## src/rtl/deparser_layer.sv

```systemverilog
// deparser_layer: writes modified key fields from a metadata vector back into a
// header at rule-configured 16-bit word offsets. Two-stage pipeline
// (select, then mux). Rules are staged in shadow registers and committed
// atomically during an idle header cycle.
//
// Ports:
//   i_clk, i_rst_n                    clock, async active-low reset
//   i_rule_wren/rden/addr/wdata       32-bit rule bus (write / read request)
//   o_rule_rdata_valid, o_rule_rdata  registered read response (1 cycle)
//   i_head_in_valid, i_head_in        header beat in
//   i_meta_valid, i_meta              modified fields, field 0 in the MSBs
//   o_head_out_valid, o_head_out      rewritten header, 2 cycles later
module deparser_layer #(
    parameter int unsigned HEAD_WIDTH   = 512,
    parameter int unsigned FIELD_WIDTH  = 16,
    parameter int unsigned FIELD_NUM    = 4,
    parameter int unsigned OFFSET_WIDTH = 5,
    parameter int unsigned META_WIDTH   = FIELD_NUM * FIELD_WIDTH
) (
    input  logic                  i_clk,
    input  logic                  i_rst_n,
    input  logic                  i_rule_wren,
    input  logic                  i_rule_rden,
    input  logic [31:0]           i_rule_addr,
    input  logic [31:0]           i_rule_wdata,
    output logic                  o_rule_rdata_valid,
    output logic [31:0]           o_rule_rdata,
    input  logic                  i_head_in_valid,
    input  logic [HEAD_WIDTH-1:0] i_head_in,
    input  logic                  i_meta_valid,
    input  logic [META_WIDTH-1:0] i_meta,
    output logic                  o_head_out_valid,
    output logic [HEAD_WIDTH-1:0] o_head_out
);

    localparam int unsigned WORD_NUM  = HEAD_WIDTH / FIELD_WIDTH;
    localparam int unsigned SEL_WIDTH = (FIELD_NUM > 1) ? $clog2(FIELD_NUM) : 1;

    localparam logic [31:0] ADDR_COMMIT = 32'h10;
    localparam logic [31:0] ADDR_STATUS = 32'h11;
    localparam logic [31:0] ADDR_COUNT  = 32'h12;

    typedef struct packed {
        logic                    en;
        logic [OFFSET_WIDTH-1:0] off;
    } rule_t;

    typedef enum logic {IDLE, PENDING} state_t;

    state_t                   state;
    rule_t                    shadow     [FIELD_NUM];
    rule_t                    shadow_nxt [FIELD_NUM];
    rule_t                    active     [FIELD_NUM];
    logic [31:0]              out_count;

    logic                     commit_wr;
    logic [31:0]              rdata_c;

    logic [FIELD_WIDTH-1:0]   fields_c   [FIELD_NUM];
    logic [SEL_WIDTH-1:0]     sel_c      [WORD_NUM];
    logic [WORD_NUM-1:0]      hit_c;

    logic                     valid_s1;
    logic [HEAD_WIDTH-1:0]    head_s1;
    logic [FIELD_WIDTH-1:0]   fields_s1  [FIELD_NUM];
    logic [SEL_WIDTH-1:0]     sel_s1     [WORD_NUM];
    logic [WORD_NUM-1:0]      hit_s1;
    logic [HEAD_WIDTH-1:0]    head_mux_c;

    // Write-data bits outside the rule encoding are don't-care.
    logic unused_wdata;
    assign unused_wdata = ^i_rule_wdata[30:OFFSET_WIDTH];

    assign commit_wr = i_rule_wren && (i_rule_addr == ADDR_COMMIT) && i_rule_wdata[0];

    // Shadow next value; a write in the commit cycle is part of the commit.
    always_comb begin
        for (int j = 0; j < FIELD_NUM; j++) begin
            shadow_nxt[j] = shadow[j];
            if (i_rule_wren && (i_rule_addr == 32'(j))) begin
                shadow_nxt[j].en  = i_rule_wdata[31];
                shadow_nxt[j].off = i_rule_wdata[OFFSET_WIDTH-1:0];
            end
        end
    end

    // Shadow rule registers.
    always_ff @(posedge i_clk or negedge i_rst_n) begin
        if (!i_rst_n) begin
            for (int j = 0; j < FIELD_NUM; j++) shadow[j] <= '0;
        end else begin
            for (int j = 0; j < FIELD_NUM; j++) shadow[j] <= shadow_nxt[j];
        end
    end

    // Commit FSM: wait for a gap in header traffic, then swap rules in.
    always_ff @(posedge i_clk or negedge i_rst_n) begin
        if (!i_rst_n) begin
            state <= IDLE;
            for (int j = 0; j < FIELD_NUM; j++) active[j] <= '0;
        end else begin
            case (state)
                IDLE: begin
                    if (commit_wr) state <= PENDING;
                end
                PENDING: begin
                    if (!i_head_in_valid) begin
                        state <= IDLE;
                        for (int j = 0; j < FIELD_NUM; j++) active[j] <= shadow_nxt[j];
                    end
                end
                default: state <= IDLE;
            endcase
        end
    end

    // Output beat counter; a clear write beats a same-cycle increment.
    always_ff @(posedge i_clk or negedge i_rst_n) begin
        if (!i_rst_n) begin
            out_count <= '0;
        end else if (i_rule_wren && (i_rule_addr == ADDR_COUNT)) begin
            out_count <= '0;
        end else if (o_head_out_valid) begin
            out_count <= out_count + 32'd1;
        end
    end

    // Rule-bus read mux, sampled from pre-write register state.
    always_comb begin
        rdata_c = '0;
        for (int j = 0; j < FIELD_NUM; j++) begin
            if (i_rule_addr == 32'(j)) begin
                rdata_c = {shadow[j].en, {(31 - OFFSET_WIDTH){1'b0}}, shadow[j].off};
            end
        end
        if (i_rule_addr == ADDR_STATUS) rdata_c = {31'd0, state == PENDING};
        if (i_rule_addr == ADDR_COUNT)  rdata_c = out_count;
    end

    always_ff @(posedge i_clk or negedge i_rst_n) begin
        if (!i_rst_n) begin
            o_rule_rdata_valid <= 1'b0;
            o_rule_rdata       <= '0;
        end else begin
            o_rule_rdata_valid <= i_rule_rden;
            if (i_rule_rden) o_rule_rdata <= rdata_c;
        end
    end

    // Stage 1 select: highest-index enabled rule matching each word wins.
    always_comb begin
        for (int j = 0; j < FIELD_NUM; j++) begin
            fields_c[j] = i_meta[META_WIDTH - j*FIELD_WIDTH - 1 -: FIELD_WIDTH];
        end
        for (int k = 0; k < WORD_NUM; k++) begin
            sel_c[k] = '0;
            hit_c[k] = 1'b0;
            for (int j = 0; j < FIELD_NUM; j++) begin
                if (active[j].en && (32'(active[j].off) == 32'(k))) begin
                    sel_c[k] = SEL_WIDTH'(j);
                    hit_c[k] = 1'b1;
                end
            end
            hit_c[k] = hit_c[k] & i_meta_valid;
        end
    end

    always_ff @(posedge i_clk or negedge i_rst_n) begin
        if (!i_rst_n) begin
            valid_s1 <= 1'b0;
            head_s1  <= '0;
            hit_s1   <= '0;
            for (int j = 0; j < FIELD_NUM; j++) fields_s1[j] <= '0;
            for (int k = 0; k < WORD_NUM; k++)  sel_s1[k]    <= '0;
        end else begin
            valid_s1 <= i_head_in_valid;
            head_s1  <= i_head_in;
            hit_s1   <= hit_c;
            for (int j = 0; j < FIELD_NUM; j++) fields_s1[j] <= fields_c[j];
            for (int k = 0; k < WORD_NUM; k++)  sel_s1[k]    <= sel_c[k];
        end
    end

    // Stage 2 mux: word 0 occupies the most significant slice.
    always_comb begin
        head_mux_c = head_s1;
        for (int k = 0; k < WORD_NUM; k++) begin
            if (hit_s1[k]) begin
                head_mux_c[(WORD_NUM-1-k)*FIELD_WIDTH +: FIELD_WIDTH] = fields_s1[sel_s1[k]];
            end
        end
    end

    always_ff @(posedge i_clk or negedge i_rst_n) begin
        if (!i_rst_n) begin
            o_head_out_valid <= 1'b0;
            o_head_out       <= '0;
        end else begin
            o_head_out_valid <= valid_s1;
            o_head_out       <= head_mux_c;
        end
    end

endmodule

```

## config.mk

```make
export PLATFORM = sky130hd
export DESIGN_NAME = deparser_layer
export DESIGN_NICKNAME = d
export VERILOG_FILES = /design/src/rtl/deparser_layer.sv
export SDC_FILE = /design/constraint.sdc
export NUM_CORES = 1
export LEC_CHECK = 0
export ABC_AREA = 1
export CELL_PAD_IN_SITES_DETAIL_PLACEMENT = 1
export CELL_PAD_IN_SITES_GLOBAL_PLACEMENT = 2
export CORE_AREA = 5 5 456 458
export DETAILED_ROUTE_END_ITERATION = 12
export DIE_AREA = 0 0 461 463
export PLACE_DENSITY_LB_ADDON = 0.1
export REMOVE_ABC_BUFFERS = 1
export SLEW_MARGIN = 20
export SYNTH_ARGS = -nofsm -noshare
export SYNTH_HDL_FRONTEND = slang
export SYNTH_SLANG_ARGS = --single-unit
```

## constraint.sdc

```tcl
create_clock -name i_clk -period 1.97 [get_ports i_clk]
set_clock_uncertainty 0.05 [all_clocks]
set_input_delay 0.2955 -clock i_clk [delete_from_list [all_inputs] [get_ports i_clk]]
set_output_delay 0.2955 -clock i_clk [all_outputs]
set_load 0.02 [all_outputs]
```

==> results by group <==
Outcome
  – Outcome: completed

Drt
  – Drt wl/cell: 32.6 um
  – Drc violations: 0
  – Post-Route WL: between 300,000 and 400,000 um
  – Via count: 56,400
  – Starting DRT DRC Count: ~4,600
  – Final ANT Viol Nets: 0
  – Pre-Repair DR Iteration Count: 5
  – Vias/cell: roughly 5.3

Floorplan
  – Area of the core: between 0.2 and 0.25 mm^2
  – DIE AREA: 0.213 mm^2
  – Num rows: around 170
  – Initial Util: between 20% and 30%
  – Die span in y: approximately 460 um
  – Die Width: 461 um
  – Ports: between 1,000 and 1,500

Min path
  – Worst min path class: input pin to flop
  – Hold Crit Depth: 1

Run
  – Max-cap violations: 0

Global route
  – Vias in the first global route: between 50,000 and 60,000
  – Largest net degree at the start of global routing: between 70 and 80
  – Total GRT Usage: 31.3%
  – Gr ovfl total: 0
  – Initial antenna violation count: 48
  – Global-route wire length before repair: about 470,000 um

Worst setup path
  – CP Capture Type: flop
  – Crit Path Max Fanout: 8
  – Data arrival, critical path: ~2.5 ns
  – CP startpoint kind: flop
  – Reg2Reg Depth: 4
  – Critical path data required time: approximately 2.6 ns
  – Critical path class: flop to flop

Cells and area
  – Layout cells sized above 1: between 10% and 20%
  – Core Util, Final: 41.6%
  – Fillers: approximately 23,000
  – Fin nets: 8,344
  – Non-filler cells, final: 10,500
  – Layout area overhead: 51.8%

Synthesis
  – Sequential element share of the synthesized area: around three fifths
  – Asr flop ratio synth: 100%
  – Post-synthesis compound-gate area fraction: approximately a quarter
  – Cells after synthesis: 6,036
  – Post-Synth Adder-Cell Area: 0.0225%
  – Post-synthesis xor/xnor area fraction: 0.189%
  – Largest family of logic cells by synthesized area: compound AO/OA/AOI/OAI gates
  – Main flop type after synthesis: dfrtp_1
  – Count of cell types in the netlist: 45
  – Yosys reg bits: between 1,000 and 1,500
  – Syn_area_per_cell: approximately 9.2 um^2
  – EDFF count, synth: 0
  – Mux share of post-synthesis cell area: 0%
  – Post-Synth Simple-Gate Area: between 10 and 15%
  – Synthesis Warnings: 0
  – Post-Syn Area: around 0.056 mm^2

Power
  – Leakage: between 0.03 and 0.04 uW
  – VDD IR max: roughly 0.00093 V
  – Overall power: 72,800 uW
  – Power density over the cells: approximately 860 mW/mm^2

STA
  – Final slew viol count: 0
  – Max Clock Freq: 518 MHz
  – Final Critical Period: around 1.9 ns
  – Final period utilization: between 90% and 100%
  – Fin. Hold Viols: 0
  – Slew Limit Headroom: 33.8%
  – RSZ-0062 raised after global routing: false
  – Hold_ws: approximately 0.063 ns
  – Worst Tran Pin Value: ~0.99 ns
  – Final setup violation count: 0

Clock network
  – CTS tree: built
  – Clk pin slew, worst setup/hold paths: about 0.060 ns
  – CTS buffer count: around 160
  – Root buffer cell: clkbuf_16
  – H-Tree Depth: 4
  – Bufs on Longest Clock Path: 3
  – TritonCTS Sinks: approximately 1,300
  – Insertion delay to the later sink of the worst-skew pair: around 0.83 ns

Place
  – Detailed placement HPWL: 241,000 um
  – GPL Wtd Cong: a little under 0.9
  – PortBufs: about 1,200
  – Placed Cells: about 9,700
-- cells by family (layout without fill, tap and decap cells) --
logic type / count (synthesis) / after routing
xor+xnor: 12 / 12
flops: 1300 / 1300
other cells: 0 / 20
compound gates: 2253 / 2253
simple gates: 1626 / 1626
buf+inv: 844 / 2641
fa+ha+maj: 1 / 1
-- synth_stat cells (2+ instances only) --
cell,n,area [um^2]
nor4_1,3,18.8
nand4_1,16,100
o211ai_1,516,3870
a41oi_1,2,17.5
buf_1,65,244
a21oi_1,529,2650
nand3_2,7,70.1
a31oi_1,512,3200
buf_4,2,15.0
dfrtp_1,1300,32500
nand2_1,790,2970
nor2_4,2,22.5
o21ai_1,27,135
nand2_2,8,50.1
nor2_1,725,2720
o21ai_2,14,123
buf_2,4,20.0
buf_6,7,78.8
nor2_2,14,87.6
inv_1,185,694
inv_2,6,22.5
a221oi_1,2,17.5
o31ai_1,46,345
o21ai_0,582,2910
xor2_1,12,105
clkbuf_1,574,2150
nor3_1,18,90.1
nand3_1,34,170
o22ai_1,18,113
-- critical path: stages, from the launching register on --
cell and delay [ns]:
dfrtp_1 0.37, clkinv_2 0.39, a21oi_1 0.27, o21ai_0 0.16, a31oi_1 0.47
-- final timing paths --
check	from	to	slack, ns
min in group asynchronous	i_rst_n	o_head_out[451]$_DFF_PN0_	0.24
worst max register to register	fields_s1[36]$_DFF_PN0_	o_head_out[468]$_DFF_PN0_	0.04
max in group asynchronous	i_rst_n	active[15]$_DFFE_PN0P_	0.99
worst min-delay path	i_head_in[73]	head_s1[73]$_DFF_PN0_	0.06
worst min register to register	valid_s1$_DFF_PN0_	o_head_out_valid$_DFF_PN0_	0.29
worst max-delay path	fields_s1[36]$_DFF_PN0_	o_head_out[468]$_DFF_PN0_	0.04
-- registers in the layout, summed over array words and instances, names as in the netlist --
signal,count
active,24
fields_s1,64
head_s1,512
hit_s1,32
o_head_out,512
o_head_out_valid,1
o_rule_rdata,32
o_rule_rdata_valid,1
out_count,32
sel_s1,64
shadow,24
state,1
valid_s1,1
-- per-stage QoR --
stage | area [um^2] | setup TNS, ns | setup slack (ns)
after detailed placement | 73600 | -25.98 | -0.412
after global routing | 84500 | 0 | 0.000342
final | 84600 | 0 | 0.0377
after CTS | 84500 | 0 | 0.000247
after floorplan | 53200 | -3.11 | -0.232
after global placement | 73600 | -28.72 | -0.433
-- where the power goes --
part	internal (uW)	switching, uW	total, uW
Sequential	28300	1370	29600
Clock	18800	12600	31400
Combinational	4560	7120	11700
-- cells in the final DEF (no fill, tap or decap), types with 32 or more instances in the layout --
master and count:
nand2_1 790, a21oi_1 529, clkbuf_16 162, buf_12 162
a31oi_1 512, nand3_1 32, clkdlybuf4s50_1 618, clkinv_2 49
o211ai_1 516, dlygate4sd2_1 227, buf_2 59, buf_4 267
dfrtp_2 82, clkdlybuf4s15_2 172, nor2_1 723, clkbuf_1 37
o21ai_0 580, o31ai_1 46, inv_1 152, dfrtp_1 1194
dlygate4sd3_1 562, clkdlybuf4s15_1 83
-- repair_timing --
action / CTS / global route
setup buffers: 1 / 0
gates resized for setup: 1204 / 15
pin swaps: 0 / 3
hold buffers: 562 / 1
hold endpoints to repair: 1743 / 1
setup endpoints to repair: 544 / 10
-- area by class of cell --
type	instances	area, um^2	share of cell area, %
clock inverter	67	937	1.11
sequential	1300	32700	38.7
inverter	192	752	0.889
clock buffer	229	4610	5.45
multi-input combinational	3892	20000	23.6
antenna	20	50.0	0.0592
tap	2688	3360	3.98
timing repair buffer	2153	22100	26.2
-- layer usage --
metal	GRT usage, %	wire length (um)
met4	14.0	17300
met3	5.14	20500
met5	0	38
met2	51.6	162000
met1	40.4	144000
Power figures use the tool's default switching activity.
